===== config.mk =====
export PLATFORM = sky130hd
export DESIGN_NAME = adc_conversion_scheduler_flat
export DESIGN_NICKNAME = d
export VERILOG_FILES = /design/src/rtl/adc_conversion_scheduler_pkg.sv /design/src/rtl/adc_conversion_scheduler_if.sv /design/src/rtl/adc_rr_arbiter.sv /design/src/rtl/adc_conversion_scheduler.sv /design/src/flat_wrapper.sv
export SDC_FILE = /design/constraint.sdc
export NUM_CORES = 1
export LEC_CHECK = 0
export ABC_CLOCK_PERIOD_IN_PS = 4400
export BUFFER_PORTS_ARGS = -buffer_cell sky130_fd_sc_hd__clkbuf_2
export CORE_MARGIN = 1.5
export CORE_UTILIZATION = 55
export CTS_CLUSTER_DIAMETER = 200
export CTS_CLUSTER_SIZE = 28
export DETAILED_ROUTE_END_ITERATION = 6
export PLACE_DENSITY = 0.8
export REMOVE_ABC_BUFFERS = 1
export SLEW_MARGIN = 20
export SYNTH_ARGS = -nofsm -noshare
export SYNTH_HDL_FRONTEND = slang
export SYNTH_SLANG_ARGS = --single-unit

===== constraint.sdc =====
create_clock -name clk -period 4.4 [get_ports clk]
set_input_delay 0.44 -clock clk [delete_from_list [all_inputs] [get_ports clk]]
set_output_delay 0.44 -clock clk [all_outputs]
set_load 0.005 [all_outputs]

===== src/rtl/adc_conversion_scheduler_pkg.sv =====
// Shared types and constants for the SAR conversion scheduler and its SAR core.
// Holds the FSM encoding, averaging-code names and the nominal core conversion time.
package adc_pkg;

    typedef enum logic [2:0] {
        ST_IDLE,
        ST_SETTLE,
        ST_START,
        ST_CONVERT,
        ST_DONE
    } state_t;

    localparam logic [2:0] AVG_1  = 3'd0;
    localparam logic [2:0] AVG_3  = 3'd1;
    localparam logic [2:0] AVG_7  = 3'd2;
    localparam logic [2:0] AVG_15 = 3'd3;
    localparam logic [2:0] AVG_31 = 3'd4;

    localparam int DEFAULT_TIMEOUT = 160;

    // Cycles from core reset release to conv_finished; codes above 4 act as one sample.
    function automatic int adc_conv_cycles(input logic [2:0] code);
        int l;
        case (code)
            AVG_3:   l = 3;
            AVG_7:   l = 7;
            AVG_15:  l = 15;
            AVG_31:  l = 31;
            default: l = 1;
        endcase
        return 12 + 4 * l;
    endfunction

endpackage


===== src/rtl/adc_conversion_scheduler_if.sv =====
// Requester-side and SAR-core-side signals of the conversion scheduler.
// slave is the scheduler's view; master is the requesters plus core.
interface adc_conversion_scheduler_if #(
    parameter int MATRIX_BITS = 12,
    parameter int NUM_CH      = 4
);
    localparam int CW = $clog2(NUM_CH);

    logic [NUM_CH-1:0]      req_in;
    logic [3*NUM_CH-1:0]    avg_ctrl_in;
    logic [NUM_CH-1:0]      ack_out;
    logic [MATRIX_BITS-1:0] result_out;
    logic [CW-1:0]          result_ch_out;
    logic                   err_out;
    logic                   busy_out;
    logic [NUM_CH-1:0]      mux_sel_out;
    logic                   adc_nrst_out;
    logic [2:0]             adc_avg_control_out;
    logic                   adc_conv_finished_in;
    logic [MATRIX_BITS-1:0] adc_result_in;

    modport slave (
        input  req_in, avg_ctrl_in, adc_conv_finished_in, adc_result_in,
        output ack_out, result_out, result_ch_out, err_out, busy_out,
               mux_sel_out, adc_nrst_out, adc_avg_control_out
    );

    modport master (
        output req_in, avg_ctrl_in, adc_conv_finished_in, adc_result_in,
        input  ack_out, result_out, result_ch_out, err_out, busy_out,
               mux_sel_out, adc_nrst_out, adc_avg_control_out
    );

endinterface


===== src/rtl/adc_rr_arbiter.sv =====
// Combinational round-robin pick: first requester strictly after ptr, wrapping.
// Zero latency; no backpressure, any is simply the OR of all requests.
module adc_rr_arbiter #(
    parameter int NUM_CH = 4,
    localparam int CW    = $clog2(NUM_CH)
) (
    input  logic [NUM_CH-1:0] req,
    input  logic [CW-1:0]     ptr,
    output logic [NUM_CH-1:0] grant,
    output logic [CW-1:0]     grant_idx,
    output logic              any
);

    int idx;

    always_comb begin
        grant     = '0;
        grant_idx = '0;
        idx       = 0;
        for (int i = 1; i <= NUM_CH; i++) begin
            idx = (int'(ptr) + i) % NUM_CH;
            if (grant == '0 && req[CW'(idx)]) begin
                grant[CW'(idx)] = 1'b1;
                grant_idx       = CW'(idx);
            end
        end
    end

    assign any = |req;

endmodule


===== src/rtl/adc_conversion_scheduler.sv =====
// Time-shares one SAR core across NUM_CH muxed channels, one single-shot conversion per request.
// Ack at grant+SETTLE+Tc+1; requesters hold req until ack, the core is never stalled.
module adc_conversion_scheduler
    import adc_pkg::*;
#(
    parameter int MATRIX_BITS    = 12,
    parameter int NUM_CH         = 4,
    parameter int SETTLE_CYCLES  = 4,
    parameter int TIMEOUT_CYCLES = DEFAULT_TIMEOUT
) (
    input logic                       clk,
    input logic                       nrst,
    adc_conversion_scheduler_if.slave bus
);

    localparam int CW = $clog2(NUM_CH);
    localparam int SW = $clog2(SETTLE_CYCLES + 1);
    localparam int WW = $clog2(TIMEOUT_CYCLES);
    localparam logic [SW-1:0] SETTLE_LD = SW'(SETTLE_CYCLES);
    localparam logic [WW-1:0] WDOG_LAST = WW'(TIMEOUT_CYCLES - 1);

    state_t                 state;
    logic [CW-1:0]          ptr;
    logic [CW-1:0]          ch;
    logic [SW-1:0]          settle_cnt;
    logic [WW-1:0]          wdog;
    logic [NUM_CH-1:0]      ack;
    logic [MATRIX_BITS-1:0] result;
    logic [CW-1:0]          result_ch;
    logic                   err;
    logic                   busy;
    logic [NUM_CH-1:0]      mux_sel;
    logic                   adc_nrst;
    logic [2:0]             avg_code;

    logic [NUM_CH-1:0]      grant;
    logic [CW-1:0]          grant_idx;
    logic                   any_req;

    adc_rr_arbiter #(.NUM_CH(NUM_CH)) u_arb (
        .req       (bus.req_in),
        .ptr       (ptr),
        .grant     (grant),
        .grant_idx (grant_idx),
        .any       (any_req)
    );

    always_ff @(posedge clk or negedge nrst) begin
        if (!nrst) begin
            state      <= ST_IDLE;
            ptr        <= CW'(NUM_CH - 1);
            ch         <= '0;
            settle_cnt <= '0;
            wdog       <= '0;
            ack        <= '0;
            result     <= '0;
            result_ch  <= '0;
            err        <= 1'b0;
            busy       <= 1'b0;
            mux_sel    <= '0;
            adc_nrst   <= 1'b0;
            avg_code   <= '0;
        end else begin
            ack <= '0;
            case (state)
                ST_IDLE: begin
                    if (any_req) begin
                        ch         <= grant_idx;
                        avg_code   <= bus.avg_ctrl_in[3*int'(grant_idx) +: 3];
                        mux_sel    <= grant;
                        settle_cnt <= SETTLE_LD;
                        busy       <= 1'b1;
                        state      <= ST_SETTLE;
                    end
                end
                ST_SETTLE: begin
                    if (settle_cnt == SW'(1)) begin
                        adc_nrst <= 1'b1;
                        state    <= ST_START;
                    end else begin
                        settle_cnt <= settle_cnt - SW'(1);
                    end
                end
                // Core sampling cycle: its conv_finished is still high from reset here.
                ST_START: begin
                    wdog  <= '0;
                    state <= ST_CONVERT;
                end
                ST_CONVERT: begin
                    if (bus.adc_conv_finished_in || wdog == WDOG_LAST) begin
                        result    <= bus.adc_conv_finished_in ? bus.adc_result_in : '0;
                        err       <= !bus.adc_conv_finished_in;
                        adc_nrst  <= 1'b0;
                        mux_sel   <= '0;
                        ack       <= NUM_CH'(1) << ch;
                        result_ch <= ch;
                        state     <= ST_DONE;
                    end else begin
                        wdog <= wdog + WW'(1);
                    end
                end
                ST_DONE: begin
                    ptr   <= ch;
                    busy  <= 1'b0;
                    state <= ST_IDLE;
                end
                default: state <= ST_IDLE;
            endcase
        end
    end

    assign bus.ack_out             = ack;
    assign bus.result_out          = result;
    assign bus.result_ch_out       = result_ch;
    assign bus.err_out             = err;
    assign bus.busy_out            = busy;
    assign bus.mux_sel_out         = mux_sel;
    assign bus.adc_nrst_out        = adc_nrst;
    assign bus.adc_avg_control_out = avg_code;

endmodule


===== src/flat_wrapper.sv =====
// flat-port wrapper written by rule: the top's interface ports become plain ports
module adc_conversion_scheduler_flat import adc_pkg::*;
#(
    parameter int MATRIX_BITS    = 12,
    parameter int NUM_CH         = 4,
    parameter int SETTLE_CYCLES  = 4,
    parameter int TIMEOUT_CYCLES = DEFAULT_TIMEOUT
)
  (clk, nrst, bus_req_in, bus_avg_ctrl_in, bus_adc_conv_finished_in, bus_adc_result_in, bus_ack_out, bus_result_out, bus_result_ch_out, bus_err_out, bus_busy_out, bus_mux_sel_out, bus_adc_nrst_out, bus_adc_avg_control_out);
  adc_conversion_scheduler_if #(.MATRIX_BITS(MATRIX_BITS), .NUM_CH(NUM_CH)) bus_i ();
  input logic clk;
  input logic nrst;
  input wire logic [$bits(bus_i.req_in)-1:0] bus_req_in;
  input wire logic [$bits(bus_i.avg_ctrl_in)-1:0] bus_avg_ctrl_in;
  input wire logic [$bits(bus_i.adc_conv_finished_in)-1:0] bus_adc_conv_finished_in;
  input wire logic [$bits(bus_i.adc_result_in)-1:0] bus_adc_result_in;
  output wire logic [$bits(bus_i.ack_out)-1:0] bus_ack_out;
  output wire logic [$bits(bus_i.result_out)-1:0] bus_result_out;
  output wire logic [$bits(bus_i.result_ch_out)-1:0] bus_result_ch_out;
  output wire logic [$bits(bus_i.err_out)-1:0] bus_err_out;
  output wire logic [$bits(bus_i.busy_out)-1:0] bus_busy_out;
  output wire logic [$bits(bus_i.mux_sel_out)-1:0] bus_mux_sel_out;
  output wire logic [$bits(bus_i.adc_nrst_out)-1:0] bus_adc_nrst_out;
  output wire logic [$bits(bus_i.adc_avg_control_out)-1:0] bus_adc_avg_control_out;
  assign bus_i.req_in = bus_req_in;
  assign bus_i.avg_ctrl_in = bus_avg_ctrl_in;
  assign bus_i.adc_conv_finished_in = bus_adc_conv_finished_in;
  assign bus_i.adc_result_in = bus_adc_result_in;
  assign bus_ack_out = bus_i.ack_out;
  assign bus_result_out = bus_i.result_out;
  assign bus_result_ch_out = bus_i.result_ch_out;
  assign bus_err_out = bus_i.err_out;
  assign bus_busy_out = bus_i.busy_out;
  assign bus_mux_sel_out = bus_i.mux_sel_out;
  assign bus_adc_nrst_out = bus_i.adc_nrst_out;
  assign bus_adc_avg_control_out = bus_i.adc_avg_control_out;
  adc_conversion_scheduler #(.MATRIX_BITS(MATRIX_BITS), .NUM_CH(NUM_CH), .SETTLE_CYCLES(SETTLE_CYCLES), .TIMEOUT_CYCLES(TIMEOUT_CYCLES)) u_core (.clk(clk), .nrst(nrst), .bus(bus_i));
endmodule

# After elaboration in Yosys (flattened, before gate mapping)
# Cells that the tools add are included.
[totals] wordCells=119 ff_bits=46 out_inout_bits=28 in_bits=31
[classes] n_bitwise=3 n_eq_ne=11 add_sub_neg=6 order_cmp=8 shift=2 mux=48 mul=1 reduce_logical=27
[op_table] operator="4-bit 2-to-1 mux" n=8
[op_table] operator="12-bit by 32-bit variable part select with 3-bit output" n=1
[op_table] operator="2-bit by 4-bit < comparator with 1-bit output, second input constant" n=4
[op_table] operator="8-bit case mux with 2 select lines" n=1
[op_table] operator="1-bit 2-to-1 mux" n=15
[op_table] operator="3-bit 2-to-1 mux" n=5
[op_table] operator="4-bit zero test" n=3
[op_table] operator="12-bit 2-to-1 mux" n=1
[op_table] operator="4-bit bitwise OR" n=3
[op_table] operator="3-bit case mux with 4 select lines" n=1
[op_table] operator="3-bit AND reduction" n=4
[op_table] operator="2-bit nonzero test" n=5
[op_table] operator="8-bit by 1-bit adder with 8-bit output, second input constant" n=1
[op_table] operator="1-bit binary-select mux with 2-bit select" n=4
[op_table] operator="1-bit demux with 2-bit select" n=4
[op_table] operator="8-bit equality test, second input constant" n=1
[op_table] operator="2-bit by 1-bit greater-or-equal comparator with 1-bit output, second input constant" n=4
[op_table] operator="2-bit 2-to-1 mux" n=4
[op_table] operator="8-bit 2-to-1 mux" n=1
[op_table] operator="4-bit case mux with 2 select lines" n=1
[op_table] operator="2-bit AND reduction" n=4
[op_table] operator="1-bit logical AND" n=7
[op_table] operator="3-bit by 1-bit equality test with 1-bit output, second input constant" n=2
[op_table] operator="3-bit by 2-bit equality test with 1-bit output, second input constant" n=2
[op_table] operator="other kinds (14)" n=20

# Longest topological paths before layout
[depth] ltp_word=17 ltp_mapped=13

# Modules after synthesis
# From an unflattened synthesis, not the netlist that was laid out.
[unflattened] hier_cells=266 area_unflattened_um2=2839.0
[by_module_without_submodules] mod="adc_conversion_scheduler" n_inst=1 cells_per_inst=184 seq_area_each_um2=1153.6 area_per_inst_um2=2118.3
[by_module_without_submodules] mod="adc_rr_arbiter" n_inst=1 cells_per_inst=82 seq_area_each_um2=0.0 area_per_inst_um2=720.7

# Least setup slack after synthesis
# Ideal clock, no wire load.
[synth_path] path_kind="reg2reg" startpoint="register u_core.ptr[0]" endpoint="register u_core.avg_code[0] (netlist: u_core.bus.adc_avg_control_out[0])" required_time_ns=4.274 arrival_time_ns=3.900 stages_incl_launch_ff=14 slack_ns=0.374 setup_time_ns=0.126 path_buffers=3 period_less_slack_ns=4.026 path_cell_list="dfstp_2 -> buf_2 -> clkbuf_1 -> inv_1 -> ha_1 -> clkbuf_1 -> mux4_2 -> nor2b_1 -> a2111o_1 -> o21a_1 -> o211a_1 -> a21o_1 -> mux2_4 -> a221o_1"
[synth_between] elab_chain_cells=17
[synth_rtl] item="start, declared" line="adc_conversion_scheduler.sv:23" text="logic [CW-1:0] ptr;"
[synth_rtl] item="start signal, assigned" line="adc_conversion_scheduler.sv:51" text="ptr <= CW'(NUM_CH - 1);"
[synth_rtl] item="start signal, assigned" line="adc_conversion_scheduler.sv:103" text="ptr <= ch;"
[synth_rtl] item="2-bit by 1-bit adder with 2-bit output" line="adc_rr_arbiter.sv:21" text="idx = (int'(ptr) + i) % NUM_CH;"
[synth_rtl] item="2-bit by 4-bit < comparator with 1-bit output (not written as such) or 2-bit by 1-bit greater-or-equal comparator with 1-bit output (tied branches)" line="adc_rr_arbiter.sv:23" text="grant[CW'(idx)] = 1'b1;"
[synth_rtl] item="1-bit logical AND (not written as such)" line="adc_rr_arbiter.sv:23"
[synth_rtl] item="1-bit 2-to-1 mux (not written as such)" line="adc_rr_arbiter.sv:23"
[synth_rtl] item="1-bit demux with 2-bit select" line="adc_rr_arbiter.sv:23"
[synth_rtl] item="4-bit 2-to-1 mux" line="adc_rr_arbiter.sv:22" text="if (grant == '0 && req[CW'(idx)]) begin"
[synth_rtl] item="4-bit zero test" line="adc_rr_arbiter.sv:22"
[synth_rtl] item="1-bit logical AND" line="adc_rr_arbiter.sv:22"
[synth_rtl] item="4-bit 2-to-1 mux" line="adc_rr_arbiter.sv:22"
[synth_rtl] item="4-bit zero test" line="adc_rr_arbiter.sv:22"
[synth_rtl] item="1-bit logical AND" line="adc_rr_arbiter.sv:22"
[synth_rtl] item="4-bit 2-to-1 mux" line="adc_rr_arbiter.sv:22"
[synth_rtl] item="4-bit zero test" line="adc_rr_arbiter.sv:22"
[synth_rtl] item="1-bit logical AND" line="adc_rr_arbiter.sv:22"
[synth_rtl] item="2-bit 2-to-1 mux (*)" line="adc_rr_arbiter.sv:22"
[synth_rtl] item="2-bit by 2-bit multiplier with 4-bit output (*)" line="adc_conversion_scheduler.sv:69" text="avg_code <= bus.avg_ctrl_in[3*int'(grant_idx) +: 3];"
[synth_rtl] item="12-bit by 32-bit variable part select with 3-bit output (*)" line="adc_conversion_scheduler.sv:69"
[synth_rtl] item="end signal, assigned" line="adc_conversion_scheduler.sv:69"
[synth_rtl] item="end, declared" line="adc_conversion_scheduler.sv:34" text="logic [2:0] avg_code;"
# Every way passes the cells marked *; elsewhere a longest branch is shown, timed or not. The select of a mux whose other input is x is not followed.
# A chain may end at the register's enable or synchronous reset.

# Worst setup path after layout
# Same ends and word-level chain as after synthesis.

==> impl_metrics.yaml <==
run_status:
  status: "complete, no violations"
global_routing:
  grt_start_max_net_pins: 47
  antenna_found_initial: 0
  overflow: 0
  grt_first_pass_wirelength_um: 9760
  first_global_vias: 2168
  grt.total_usage_pct: 23.2
power_and_ir_drop:
  power_leakage_nw: 1.55
  finalPower_mw: 2.27
  power_frac_comb_pct: 53.6
  intPower_mw: 1.33
  pwr-share-seq_pct: 32.9
  p_per_area_nw_per_um2: 709
  power.share.clock_pct: 13.5
  p_sw_mw: 0.940
  ir_drop_uv: 353
  switching_share_pct: 41.4
timing:
  tightest_slew_ns: 0.837
  fin_crit_ns: 3.97
  hold_violations: 0
  max_freq_mhz: 252
  finClkSkew_ns: 0.00508
  rsz0062_at_grt: "false"
  slew_viol_final: 0
  tns_ns: 0
  setup_viol: 0
  finalCritPeriodShare_pct: 90.2
  slew_headroom_pct: 44.0
setup_path:
  cp_max_fo: 22
  path_class: "reg -> reg"
  critical_path_required_ns: 4.58
  end_kind: "register"
  cp-start-kind: "register"
  slowest_delay_ns: 0.83
  slowest_stage: "dfstp_2"
  crit_family: "compound AO/OA/AOI/OAI gates"
  crit_path_cell_trace: "inv_1 > ha_1 > mux2i_1 > o221ai_4 > o2111a_1 > or3_4 > o211a_1 > a21o_1 > mux2_4 > a221o_1"
  path_buf_inv: 1
  cp.arrival_ns: 4.15
routing:
  drtPass1Iterations: 4
  vias: 2310
  remaining_drc_errors: 0
  wirelength_um: 6000
  initialDrtViolationCount: 191
  routed_via_density: 5.75
  post_drt_wl_per_cell_um: 14.9
  ant_nets: 0
synthesis:
  ys_warn_count: 0
  synthesis.area_um2: 2750
  syn_inst: 277
  async_flop_share_pct: 100
  synth_seq_cells: 46
  avgSynthCellArea_um2: 9.92
  ys_seq_area_share_pct: 42.0
  synth_cell_types: 59
  synth_ff_type: "dfrtp_1"
  synth-edff-count: 0
clocking:
  cts.sinks: 46
  tritoncts: "yes"
  worstSkewPairLatency_ns: 0.30
  cts_setup_buffers: 0
  cts_hold_buf: 0
  cts_buffers: 5
  ctsResizeCount: 0
  clkTransAtPathRegs_ns: 0.08
  htreeDepth: 2
  root_buffer: "clkbuf_8"
  clockBufferDepth: 2
die:
  die_y_um: 73.7
  dieWidth_um: 73.7
  ios: 59
  row_count: 25
  core_um2: 4750
  dieArea_um2: 5430
  start_util_pct: 57.8
worst_hold_path:
  hold_path_class: "in -> async"
placed_design:
  io_buffer_count: 58
  gp_congestion: 0.923
  dp_hpwl_um: 4370
run:
  max_cap_violations: 0
final_layout:
  antennaDiodeCount: 0
  area_growth_syn_to_layout_pct: 16.5
  final_nets: 376
  final_layout_size_suffix_gt1_share_pct: 26.0
through the flow:
step	cells	utilization (%)	worst slack, ns	instance area [µm²]	hold WS (ns)
floorplan	266	-	0.637	2700	0.144
global placement	394	65.1	0.535	3090	0.460
detailed placement	394	65.1	0.441	3090	0.478
CTS	402	67.3	0.428	3200	0.228
global route	402	67.3	0.147	3200	0.275
finish	402	67.3	0.430	3200	0.207
cells in the final DEF (no fill, tap or decap), types with 2 or more instances in the layout:
cell type,Yosys,layout
a21o_1,3,3
dfrtp_1,44,44
a221o_1,2,2
o21ai_0,9,9
nand3_1,11,11
inv_1,11,11
buf_4,0,3
clkbuf_8,0,5
mux2i_1,7,7
nor2b_1,2,2
ha_1,11,11
nor3b_1,3,3
a211oi_1,5,5
o2111a_1,3,3
nand4_1,2,2
nand2b_1,3,3
a31o_2,2,2
nor4_1,2,2
o211a_1,4,4
dfstp_2,2,2
nor2_1,29,29
a31oi_1,3,3
o22ai_1,2,2
clkbuf_1,8,2
o211ai_1,3,3
nand2_1,31,31
mux2_2,6,6
o21a_1,3,3
clkbuf_2,0,58
nor3_1,6,6
a21oi_1,5,5
mux4_2,4,4
a22o_1,14,14
o21ai_1,2,2
xor2_1,5,5
and3_1,4,4
area by class of cell:
class | instances | area, µm²
fill | 394 | 1550
multi-input combinational | 209 | 1500
sequential | 46 | 1150
timing repair buffer | 61 | 313
tap | 67 | 83.8
clock buffer | 7 | 76.3
inverter | 11 | 41.3
clock inverter | 1 | 30.0
cells by family (layout without fill, tap and decap cells):
family	Yosys count	after routing	share of synthesized area (%)
xor+xnor	6	6	1.91
flops	46	46	42.0
fa+ha+maj	11	11	5.01
mux	19	19	9.24
compound gates	73	73	21.4
buf+inv	22	80	3.32
simple gates	100	100	17.1
registers in the layout, indices dropped and copies added (netlist names):
signal	count
u_core.bus.result_out	12
u_core.wdog	8
u_core.bus.ack_out	4
u_core.bus.mux_sel_out	4
u_core.bus.adc_avg_control_out	3
u_core.settle_cnt	3
u_core.state	3
u_core.bus.result_ch_out	2
u_core.ch	2
u_core.ptr	2
u_core.bus.adc_nrst_out	1
u_core.bus.busy_out	1
u_core.bus.err_out	1
routing by layer:
| layer | vias to the layer above | wire, µm | global-route usage (%) |
|---|---|---|---|
| li1 | 1132 | - | - |
| met5 | - | 0 | 0 |
| met1 | 1104 | 2840 | 32.6 |
| met2 | 65 | 2800 | 35.5 |
| met4 | 0 | 82 | 8.64 |
| met3 | 9 | 274 | 4.39 |
path summary, 6_finish.rpt:
check	startpoint	endpoint	slack, ns	depth (start not counted)
max	u_core.ptr[0]	u_core.bus.adc_avg_control_out[0]	0.43	10
min reg2reg	u_core.bus.result_ch_out[0]	u_core.bus.result_ch_out[0]	0.50	2
min in group clk	bus_adc_result_in[10]	u_core.bus.result_out[10]	0.35	2
min	nrst	u_core.wdog[6]	0.21	2
max reg2reg	u_core.ptr[0]	u_core.bus.adc_avg_control_out[0]	0.43	10
max in group asynchronous	nrst	u_core.ptr[0]	3.80	2
synth_stat cells, types with 2 or more instances:
| cell type | n | area [µm²] |
|---|---|---|
| o22ai_1 | 2 | 12.5 |
| nor3b_1 | 3 | 22.5 |
| o2111a_1 | 3 | 33.8 |
| nand4_1 | 2 | 12.5 |
| nor4_1 | 2 | 12.5 |
| o211a_1 | 4 | 40.0 |
| a31oi_1 | 3 | 18.8 |
| dfrtp_1 | 44 | 1100 |
| a21oi_1 | 5 | 25.0 |
| clkbuf_1 | 8 | 30.0 |
| mux2_2 | 6 | 67.6 |
| mux4_2 | 4 | 90.1 |
| inv_1 | 11 | 41.3 |
| nor3_1 | 6 | 30.0 |
| dfstp_2 | 2 | 52.6 |
| xor2_1 | 5 | 43.8 |
| a221o_1 | 2 | 20.0 |
| nand2_1 | 31 | 116 |
| nor2_1 | 29 | 109 |
| o211ai_1 | 3 | 22.5 |
| and3_1 | 4 | 25.0 |
| nand2b_1 | 3 | 18.8 |
| nand3_1 | 11 | 55.1 |
| o21ai_0 | 9 | 45.0 |
| nor2b_1 | 2 | 12.5 |
| a31o_2 | 2 | 17.5 |
| o21a_1 | 3 | 22.5 |
| a21o_1 | 3 | 22.5 |
| a22o_1 | 14 | 123 |
| ha_1 | 11 | 138 |
| a211oi_1 | 5 | 37.5 |
| mux2i_1 | 7 | 70.1 |
| o21ai_1 | 2 | 10.0 |
power by group through the flow:
| stage | Sequential [mW] | Clock, mW | Combinational (mW) |
|---|---|---|---|
| 6_report | 0.746 | 0.306 | 1.22 |
| 5_1_grt | 0.769 | 0.331 | 1.35 |
| 4_1_cts | 0.744 | 0.313 | 1.21 |
| 3_5_place_dp | 0.747 | 0 | 1.21 |
| 3_3_place_gp | 0.740 | 0 | 1.19 |
| 2_1_floorplan | 0.726 | 0 | 0.879 |
No activity file was read; power rests on OpenSTA's default activity.
